--- src/rtl/bus_xfer_pkg.sv ---
// Shared definitions for the bus transfer sequencer: sequencer states and
// default bus geometry, reused by the one-hot decoder and by benches.
package bus_xfer_pkg;

    // Default bus geometry: eight agents addressed by a 3-bit index.
    localparam int NUM_AGENTS_DEF = 8;
    localparam int IDX_W_DEF      = 3;

    // Turnaround counter width; covers TURNAROUND values 0..3.
    localparam int TURN_W = 2;

    typedef enum logic [1:0] {
        IDLE  = 2'd0,
        DRIVE = 2'd1,
        LATCH = 2'd2,
        TURN  = 2'd3
    } xfer_state_e;

endpackage

--- src/rtl/bus_onehot_dec.sv ---
// Index-to-one-hot decoder for one strobe vector. The output is all-zero when
// the enable is low or when the index does not name an existing agent.
module bus_onehot_dec
    import bus_xfer_pkg::*;
#(
    parameter int NUM_AGENTS = NUM_AGENTS_DEF,
    parameter int IDX_W      = IDX_W_DEF
) (
    input  logic [IDX_W-1:0]      idx,
    input  logic                  en,
    output logic [NUM_AGENTS-1:0] onehot
);

    // Only agents 0..NUM_AGENTS-1 can match, so out-of-range indices decode to zero.
    always_comb begin
        onehot = '0;
        for (int i = 0; i < NUM_AGENTS; i++) begin
            if (en && (idx == IDX_W'(i))) begin
                onehot[i] = 1'b1;
            end
        end
    end

endmodule

--- src/rtl/bus_xfer_sequencer.sv ---
// Control-side initiator for the shared tristate DATA bus. One transfer runs
// DRIVE (source on the bus, bus settles) -> LATCH (source still driving,
// destination strobe high) -> TURN (all strobes low for TURNAROUND cycles).
// Every output is a flop fed from the next-state values, so no strobe is a
// combinational function of the request inputs.
// req_ready high means "a command presented now is taken at the next edge";
// it is high in IDLE and also in the last cycle of a transfer, which gives one
// transfer per 2+TURNAROUND cycles when commands are back to back.
// Build option: define BUS_XFER_CHECK_EN to reject commands with src==dst or
// an out-of-range index (consumed with an err pulse, no bus activity).
module bus_xfer_sequencer
    import bus_xfer_pkg::*;
#(
    parameter int NUM_AGENTS = NUM_AGENTS_DEF,
    parameter int IDX_W      = IDX_W_DEF,
    parameter int TURNAROUND = 1
) (
    input  logic                  clk,
    input  logic                  reset,
    input  logic                  req_valid,
    output logic                  req_ready,
    input  logic [IDX_W-1:0]      req_src,
    input  logic [IDX_W-1:0]      req_dst,
    input  logic                  req_offset,
    output logic [NUM_AGENTS-1:0] out_en,
    output logic [NUM_AGENTS-1:0] in_en,
    output logic [NUM_AGENTS-1:0] offset_in_en,
    output logic                  busy,
    output logic                  done,
    output logic                  err
);

    // Counter preload when entering TURN: it counts down to zero, then IDLE.
    localparam logic [TURN_W-1:0] TURN_LOAD =
        TURN_W'((TURNAROUND > 0) ? (TURNAROUND - 1) : 0);

    xfer_state_e       state_q, state_d;
    logic [TURN_W-1:0] cnt_q, cnt_d;
    logic [IDX_W-1:0]  src_q, src_d;
    logic [IDX_W-1:0]  dst_q, dst_d;
    logic              off_q, off_d;

    logic              accept;
    logic              bad_cmd;
    logic              take;

    logic              drive_en_d;
    logic              latch_en_d;
    logic              ready_d;
    logic              busy_d;
    logic              done_d;
    logic              err_d;
    logic [NUM_AGENTS-1:0] out_en_d, in_en_d, offset_in_en_d;

    assign accept = req_valid && req_ready;

`ifdef BUS_XFER_CHECK_EN
    assign bad_cmd = (req_src == req_dst)
                  || (int'(req_src) >= NUM_AGENTS)
                  || (int'(req_dst) >= NUM_AGENTS);
`else
    assign bad_cmd = 1'b0;
`endif

    assign take = accept && !bad_cmd;

    // State register and turnaround counter.
    always_ff @(posedge clk or negedge reset) begin
        if (!reset) begin
            state_q <= IDLE;
            cnt_q   <= '0;
        end else begin
            state_q <= state_d;
            cnt_q   <= cnt_d;
        end
    end

    // Command fields; they only matter while a transfer is in flight.
    always_ff @(posedge clk) begin
        src_q <= src_d;
        dst_q <= dst_d;
        off_q <= off_d;
    end

    // Next-state logic; an accepted command always restarts at DRIVE.
    always_comb begin
        state_d = state_q;
        cnt_d   = cnt_q;
        src_d   = src_q;
        dst_d   = dst_q;
        off_d   = off_q;
        case (state_q)
            IDLE:  state_d = IDLE;
            DRIVE: state_d = LATCH;
            LATCH: begin
                if (TURNAROUND > 0) begin
                    state_d = TURN;
                    cnt_d   = TURN_LOAD;
                end else begin
                    state_d = IDLE;
                end
            end
            TURN: begin
                if (cnt_q == '0) begin
                    state_d = IDLE;
                end else begin
                    cnt_d = cnt_q - 1'b1;
                end
            end
            default: state_d = IDLE;
        endcase
        if (take) begin
            state_d = DRIVE;
            src_d   = req_src;
            dst_d   = req_dst;
            off_d   = req_offset;
        end
    end

    // Output decode from the next state, registered below.
    always_comb begin
        drive_en_d = (state_d == DRIVE) || (state_d == LATCH);
        latch_en_d = (state_d == LATCH);
        busy_d     = (state_d != IDLE);
        done_d     = (state_q == LATCH);
        err_d      = accept && bad_cmd;
        ready_d    = (state_d == IDLE)
                  || ((state_d == LATCH) && (TURNAROUND == 0))
                  || ((state_d == TURN) && (cnt_d == '0));
    end

    bus_onehot_dec #(.NUM_AGENTS(NUM_AGENTS), .IDX_W(IDX_W)) u_dec_out (
        .idx    (src_d),
        .en     (drive_en_d),
        .onehot (out_en_d)
    );

    bus_onehot_dec #(.NUM_AGENTS(NUM_AGENTS), .IDX_W(IDX_W)) u_dec_in (
        .idx    (dst_d),
        .en     (latch_en_d && !off_d),
        .onehot (in_en_d)
    );

    bus_onehot_dec #(.NUM_AGENTS(NUM_AGENTS), .IDX_W(IDX_W)) u_dec_off (
        .idx    (dst_d),
        .en     (latch_en_d && off_d),
        .onehot (offset_in_en_d)
    );

    // Output registers; reset clears every strobe immediately.
    always_ff @(posedge clk or negedge reset) begin
        if (!reset) begin
            out_en       <= '0;
            in_en        <= '0;
            offset_in_en <= '0;
            busy         <= 1'b0;
            done         <= 1'b0;
            err          <= 1'b0;
            req_ready    <= 1'b1;
        end else begin
            out_en       <= out_en_d;
            in_en        <= in_en_d;
            offset_in_en <= offset_in_en_d;
            busy         <= busy_d;
            done         <= done_d;
            err          <= err_d;
            req_ready    <= ready_d;
        end
    end

endmodule

--- config.mk ---
export PLATFORM = sky130hd
export DESIGN_NAME = bus_xfer_sequencer
export DESIGN_NICKNAME = d
export VERILOG_FILES = /design/src/rtl/bus_xfer_pkg.sv /design/src/rtl/bus_onehot_dec.sv /design/src/rtl/bus_xfer_sequencer.sv
export SDC_FILE = /design/constraint.sdc
export NUM_CORES = 1
export LEC_CHECK = 0
export ABC_CLOCK_PERIOD_IN_PS = 4900
export CORE_MARGIN = 3
export CORE_UTILIZATION = 40
export DETAILED_ROUTE_END_ITERATION = 16
export HOLD_SLACK_MARGIN = 0.06
export PLACE_DENSITY = 0.72
export SLEW_MARGIN = 20
export SYNTH_ARGS = -nofsm -noshare
export SYNTH_HDL_FRONTEND = slang
export SYNTH_SLANG_ARGS = --single-unit
--- constraint.sdc ---
create_clock -name clk -period 4.9 [get_ports clk]
set_input_delay 0.49 -clock clk [delete_from_list [all_inputs] [get_ports clk]]
set_output_delay 0.49 -clock clk [all_outputs]
set_load 0.01 [all_outputs]
==> results.txt, run 1 <==
Entering global routing, the biggest net connects 32 pins. The count of clock tree sinks is 38. The tree is rooted in a clkbuf_8. The sequential share of power is 40.0%. The flow ran to the end, and the final reports show no timing, DRC or antenna violations. The slew of the pin with the lowest slew margin came out at 0.574 ns. The number of hold violations in the final report is 0. Yosys mapped a number of flops with a built-in enable equal to 0. The worst max-slew margin expressed relative to the limit came out at 61.7%.

The worst-skew pair later-pin latency came out at 0.29 ns. The worst clock skew is 0.00501 ns. In this run the worst hold path is classified as reg2reg. The clock period minus final worst setup slack came out at 2.39 ns. In this run the count of I/O pins placed on the die edge is 38. The first-pass GRT wire length came out at 5000 µm. The post-synth net total is 159. Summed over all failing endpoints, the final setup total negative slack is 0 ns. Summing all non-filler instances in the final layout gives an area of 0.00209 mm². STA puts the critical path data required time at 5.10 ns. The number of antenna violations at the first check in global routing came out at 0. The number of DRC markers in iteration 0 is 56. The maximum buffer depth of the clock tree is 2. The number of nets still failing antenna checks after routing came out at 0.

The starting density of the core came out at 42.3%. By area the synthesized netlist is led by dfrtp_1, dfxtp_1, nand2_1, o22ai_1, ha_1. During synthesis, Yosys emitted a total of 0 warnings. The layout-stage area growth over the synthesis result came out at 32.8%. The proportion of synthesized flip-flops having asynchronous set or reset came out at 81.6%. The pre-antenna-repair detailed-routing pass consisted of 4 iterations. In this run the worst path has a maximum fanout of 13. At the end of routability-driven placement, the weighted congestion stood at 0.874. The total number of placement rows is 22.

The die width came out at 68.7 µm. The detailed-route wire length is 3130 µm. The fraction of layout instances using a drive strength above 1 is 8.15%. In this run the standard cell core region covers 0.00372 mm². Once placement finished, the instance area stood at 0.00195 mm². By startpoint and endpoint, the worst setup path is classified as in2reg. The post-cts repair resize count is 0.

During placement, the flow inserted port buffers numbering 36. The worst setup path is launched from a primary input. 0 antenna diodes ended up in the layout.

The switching power as a share of total power came out at 32.9%. The worst setup slack after placement is 2.23 ns. The leakage power is 0.884 nW. The hold-fix buffer count after cts came out at 0. The cell-internal power came out at 0.790 mW. The H-tree depth reported by CTS came out at 2.

The type of destination of the critical path is a flop. The achievable frequency is 418 MHz. The maximum vdd drop is 0.433 mV. The per-cell routed wire length came out at 13.5 µm.

The ratio of routed vias to standard cells came out at 5.21. The die covers 0.00472 mm². The synthesized design contains 38 register bits. Cells fill 56.2% of the core in the end.

TritonCTS built the clock tree. The overall overflow remaining after global route came out at 0. The power share of the clock group came out at 26.3%. Setup repair after global routing left no endpoint under its margin. The count of cell types in the netlist is 37. The global router's overall resource usage came out at 14.6%. Max-cap violations in this run came to 0. The share of synthesized area occupied by flip-flops and latches came out at 58.3%.

The share of the synthesized area in the top cell type is 47.7%. The floorplan step set the die height to 68.7 µm. The fraction of the cycle the final worst path needs came out at 48.8%. Clock-pin slew was measured on the worst setup and hold paths at 0.07 ns. The commonest register cell after synthesis is dfrtp_1. The cell accounting for the most synthesized area is dfrtp_1.

The power density over cell area is 564 mW/mm². After detailed routing, the number of remaining DRC violations is 0. The commonest cells after synthesis are dfrtp_1, nand2_1, o22ai_1. The estimated wirelength of the detail-placed design is 2340 µm. Buffers inserted during clock tree synthesis total 5. The synthesized area came out at 0.00157 mm². The via count of the first global-routing pass is 1065.

The setup slack after layout came out at 2.51 ns. The number of nets in the layout came out at 196. Combinational logic burns 33.6% of the power. The setup violation total in the final timing report is 0. In this run the power spent charging and discharging nets is 0.387 mW.

The cell count after synthesis came out at 146. The endpoint arrival time on the critical path came out at 2.59 ns. The final number of max-transition violations is 0. The worst hold slack came out at 0.461 ns. The detailed router placed 1208 vias in this run. The average cell area after synthesis came out at 10.8 µm². Once the clock tree was built, the setup fixing pass inserted 0 buffers.

The most frequent cell after synthesis is dfrtp_1.
## final timing paths
check                                       to                start  slack (ns)  cells after the start
max                         in_en[6]$_DFF_PN0_            req_valid        2.51                      7
min                           dst_q[0]$_DFF_P_     dst_q[0]$_DFF_P_        0.46                      2
max reg2reg                out_en[5]$_DFF_PN0_  req_ready$_DFF_PN1_        2.76                      6
min reg2reg                   dst_q[0]$_DFF_P_     dst_q[0]$_DFF_P_        0.46                      2
max in group asynchronous  req_ready$_DFF_PN1_                reset        4.00                      2
min in group asynchronous  out_en[1]$_DFF_PN0_                reset        0.59                      2
## power by group through the flow
stage          combinational (mW)  clock (mW)  sequential [mW]
6_report                    0.396       0.310            0.471
2_1_floorplan               0.253           0            0.467
3_5_place_dp                0.397           0            0.477
4_1_cts                     0.398       0.317            0.471
5_1_grt                     0.437       0.331            0.486
3_3_place_gp                0.386           0            0.472
## cells by family (layout without fill, tap and decap cells)
| family | count (synthesis) | in the layout | synth area share (%) |
|---|---|---|---|
| AND/OR/NAND/NOR | 63 | 63 | 21.6 |
| other | 1 | 1 | 0.238 |
| adder cells (fa/ha/maj) | 3 | 3 | 2.39 |
| flip-flops | 38 | 38 | 58.3 |
| AO/OA/AOI/OAI | 31 | 31 | 13.5 |
| buffers and inverters | 10 | 48 | 3.90 |
## sequential cells by signal, summed over array words and instances, names as in the netlist
name and count:
busy 1, cnt_q 2, done 1, dst_q 3, in_en 8, off_q 1, offset_in_en 8, out_en 8
req_ready 1, src_q 3, state_q 2
## stage by stage
step,std cells,power (mW)
floorplan,146,0.720
global placement,224,0.858
detailed placement,224,0.874
CTS,232,1.19
global route,232,1.25
finish,232,1.18
## critical path, cell delays in order
cell             delay, ns
clkdlybuf4s50_1       0.53
nand2_1               0.36
o211a_1               0.26
ha_1                  0.24
nor2b_1               0.28
nand3b_1              0.20
o22ai_1               0.24
## layout make-up
| type | count | area (µm²) |
|---|---|---|
| clock buffer | 5 | 68.8 |
| timing repair buffer | 37 | 368 |
| inverter | 3 | 11.3 |
| tap | 48 | 60.1 |
| multi-input combinational | 98 | 594 |
| sequential | 38 | 917 |
| clock inverter | 3 | 68.8 |
| fill | 326 | 1630 |
## per-layer routing
layer  vias up  global-route usage [%]  part of all wire [%]
met5         -                       0                     0
met4         0                    6.57                   1.2
met3         4                    3.73                   7.0
met2        42                    23.2                    48
met1       571                    18.7                    43
li1        591                       -                     -
## cell usage in the layout, fill, tap and decap left out, drive strengths merged
cell and instances:
clkdlybuf4s50 36, dfrtp 30, nand2 23, o22ai 12, nor2 9, dfxtp 7, nand2b 6, o21ai 5
nor2b 5, nand3b 5, clkbuf 5, nand3 5, o32ai 4, inv 3, ha 3, and2 2
nand4 2, nand4b 2, o211ai 2, a31oi 2, bufinv 2, a21boi 1, o211a 1, or2 1
or3 1, a221o 1, and4 1, a211oi 1, a21oi 1, and4b 1, o31a 1, conb 1
clkinv 1, buf 1, dfstp 1
No activity file was read; power rests on OpenSTA's default activity.
==> run 2: changes to the inputs <==
ABC_CLOCK_PERIOD_IN_PS = 2300   (was 4900)
clock period = 2.3 ns   (was 4.9 ns; I/O delays follow)
==> run 2 against run 1 <==
Effect of this change: setup slack worse by 2.2 ns; largest power group unchanged; first-iteration DRC count rose by 32%; via count is 1.8% higher; critical path depth down 1; largest cell class unchanged; worst hold slack got worse by 0.13 ns; core utilization is essentially flat; flip-flop and latch count unchanged; combinational power increased by 120%; sequential share of layout area barely moved; clock skew decreased by 0.0014 ns; register-to-register slack worse by 2.5 ns.
==> results.txt, run 2 (synthesized netlist as in run 1, its figures left out) <==
Run status: finished, final reports clean (unchanged). The worst min-delay path class was in2async (was reg2reg). The most common cell after layout, fill and taps aside is clkdlybuf4s50_1 (unchanged). The number of inserted diodes came out at 0 (unchanged).

Static timing analysis puts the maximum clock frequency at 500 MHz. The setup slack after layout was 0.301 ns (was 2.51 ns). The number of hold violations in the final report came out at 0 (unchanged). The worst hold slack came out at 0.333 ns (was 0.461 ns). The count of buffers from port buffering came out at 36 (unchanged).

The via count of the first global-routing pass is 1163 (was 1065). The number of nets in the layout came to 200 (was 196). The core box area came out at 0.00372 mm² (unchanged). The number of nets still failing antenna checks after routing is 0 (unchanged).

The detailed-route wire length came out at 3090 µm (was 3130 µm). The number of buffers added by the clock tree synthesis step is 5 (unchanged). The launch point of the critical path was req_ready$_DFF_PN1_ (was req_valid). The combinational power share came out at 35.6% (was 33.6%).

The number of setup buffers added after CTS is 0 (unchanged). The clock tree root driver cell is clkbuf_8 (unchanged). The per-cell routed wire length came out at 13.1 µm (was 13.5 µm). The overall die area came out at 0.00472 mm² (unchanged). Commonest non-fill, non-tap cells in the layout: clkdlybuf4s50_1, dfrtp_1, nand2_1, o22ai_1, nor2_1 (unchanged). The die boundary height is 68.7 µm (unchanged). The cell-internal power came out at 1.59 mW (was 0.790 mW). The slack of the worst reg-to-reg path came out at 0.30 ns (was 2.76 ns). The post-cts repair resize count came to 0 (unchanged). The H-tree depth reported by CTS is 2 (unchanged).

The worst clock skew is 0.00363 ns (was 0.00501 ns). The leakage power came to 0.888 nW (was 0.884 nW). The post-route setup TNS came out at 0 ns (unchanged).

The fraction of the cycle the final worst path needs is 86.9%. The clock tree from TritonCTS is yes (unchanged). The largest fanout on the critical path is 9 (was 13). The endpoint of the most critical register-to-register path is out_en[4]$_DFF_PN0_ (was out_en[5]$_DFF_PN0_). The cell family contributing the most delay on the critical path is simple AND/OR/NAND/NOR gates (unchanged). Largest registers: in_en: 8 flops, offset_in_en: 8 flops, out_en: 8 flops (unchanged). The starting density of the core is 42.3% (unchanged). The library cell contributing the largest single delay on the critical path is dfstp_2 (was clkdlybuf4s50_1). The maximum buffer depth of the clock tree is 2 (unchanged). The switching power as a share of total power is 33.6% (was 32.9%).

The launching element type of the critical path is a flop (was primary input). The worst-skew pair later-pin latency came out at 0.28 ns (was 0.29 ns). The worst setup slack after placement came out at 0.211 ns (was 2.23 ns). The die width is 68.7 µm (unchanged).

The setup violation total in the final timing report came out at 0 (unchanged). Setup repair after global routing missed its margin: no (unchanged). The pin count of the biggest net entering global routing was 32 (unchanged).

The final number of max-transition violations came out at 0 (unchanged). The sequential share of power is 42.0% (was 40.0%). Subtracting the final worst setup slack from the clock period gives 2.00 ns.

The required time of the critical path came out at 2.46 ns (was 5.10 ns). The number of antenna violations at the first check in global routing is 0 (unchanged). The estimated wirelength of the detail-placed design is 2320 µm (was 2340 µm).

The maximum vdd drop was 0.642 mV (was 0.433 mV). The detailed-route via count came to 1230 (was 1208). The total DRC errors in the routed layout is 0 (unchanged). The fraction of layout instances using a drive strength above 1 was 9.04% (was 8.15%). The total number of placement rows came out at 22 (unchanged). The number of detailed-route iterations in the first pass came out at 4 (unchanged). The reported net switching power was 0.808 mW (was 0.387 mW).

The global router's overall resource usage is 14.9% (was 14.6%). Critical path cell sequence: nand2_1 -> and2_1 -> ha_1 -> and4_2 -> a31oi_1 -> nor2_1 (was clkdlybuf4s50_1 -> nand2_1 -> o211a_1 -> ha_1 -> nor2b_1 -> nand3b_1 -> o22ai_1). The largest stage delay on the critical path is 0.61 ns (was 0.53 ns). The hold-fix buffer count after cts is 0 (unchanged).

The power density over cell area is 1150 mW/mm² (was 564 mW/mm²). The overall overflow remaining after global route came out at 0 (unchanged). The number of buffers and inverters on the critical path is 0 (was 1). The reg-to-reg critical path startpoint was req_ready$_DFF_PN1_ (unchanged). The ratio of routed vias to standard cells is 5.21 (about the same). The routability congestion estimate is 0.866 (was 0.874). The count of clock tree sinks is 38 (unchanged).

The endpoint arrival time on the critical path is 2.16 ns (was 2.59 ns). The number of DRC markers in iteration 0 came to 74 (was 56). The I/O pin count is 38 (unchanged). The clock-pin slew on the worst setup and hold paths is 0.07 ns (about the same). The cell count along the critical path is 6 (was 7). The number of max-capacitance violations reported is 0 (unchanged). The cell count of the worst reg-to-reg path is 6 (unchanged). The type of the setup path with the least slack is reg2reg (was in2reg).

The layout-stage area growth over the synthesis result is 32.7% (was 32.8%). The type of destination of the critical path is a flop (unchanged). The power share of the clock group came out at 22.3% (was 26.3%).

The end point of the critical path is out_en[4]$_DFF_PN0_ (was in_en[6]$_DFF_PN0_). The first-pass GRT wire length is 5180 µm (was 5000 µm).
run 2: power groups by stage:
stage / sequential (mW) / clock, mW / combinational, mW
after floorplan: 0.995 / 0 / 0.539
final: 1.01 / 0.536 / 0.855
after detailed placement: 1.02 / 0 / 0.862
after CTS: 1.01 / 0.549 / 0.863
after global routing: 1.04 / 0.587 / 0.952
after global placement: 1.01 / 0 / 0.837
run 2: cell type report:
class,instances,area [µm²]
clock inverters,1,30.0
flip-flops and latches,38,917
multi-input cells,98,594
repair buffers,41,398
well taps,48,60.1
inverters,3,11.3
clock buffers,7,76.3
fillers,320,1630
run 2: per-layer routing:
metal	vias up	GRT usage [%]	wire, µm
met3	2	5.51	226
met5	-	0	0
met1	581	17.8	1360
met4	0	4.87	9
li1	602	-	-
met2	45	24.7	1500
run 2: worst min path at each step:
stage,from,endpoint,depth (start not counted)
2_1_floorplan,reset,busy$_DFF_PN0_,0
3_3_place_gp,dst_q[0]$_DFF_P_,dst_q[0]$_DFF_P_,2
3_5_place_dp,dst_q[0]$_DFF_P_,dst_q[0]$_DFF_P_,2
4_1_cts,reset,state_q[1]$_DFF_PN0_,2
5_1_grt,reset,offset_in_en[0]$_DFF_PN0_,2
6_report,reset,out_en[3]$_DFF_PN0_,2
run 2: metrics by stage:
stage                     util [%]  total power, mW  std cells  area (µm²)
after CTS                     56.2             2.42        236        2090
after global routing          56.2             2.58        236        2090
after global placement        53.3             1.84        228        1980
final                         56.2             2.40        236        2090
after detailed placement      53.3             1.88        228        1980
after floorplan                  -             1.53        146        1570
run 2: worst reg2reg max path, stage by stage (launching register included):
cell	delay (ns)
dfstp_2	0.61
nand2_1	0.17
and2_1	0.20
ha_1	0.32
and4_2	0.19
a31oi_1	0.29
nor2_1	0.10
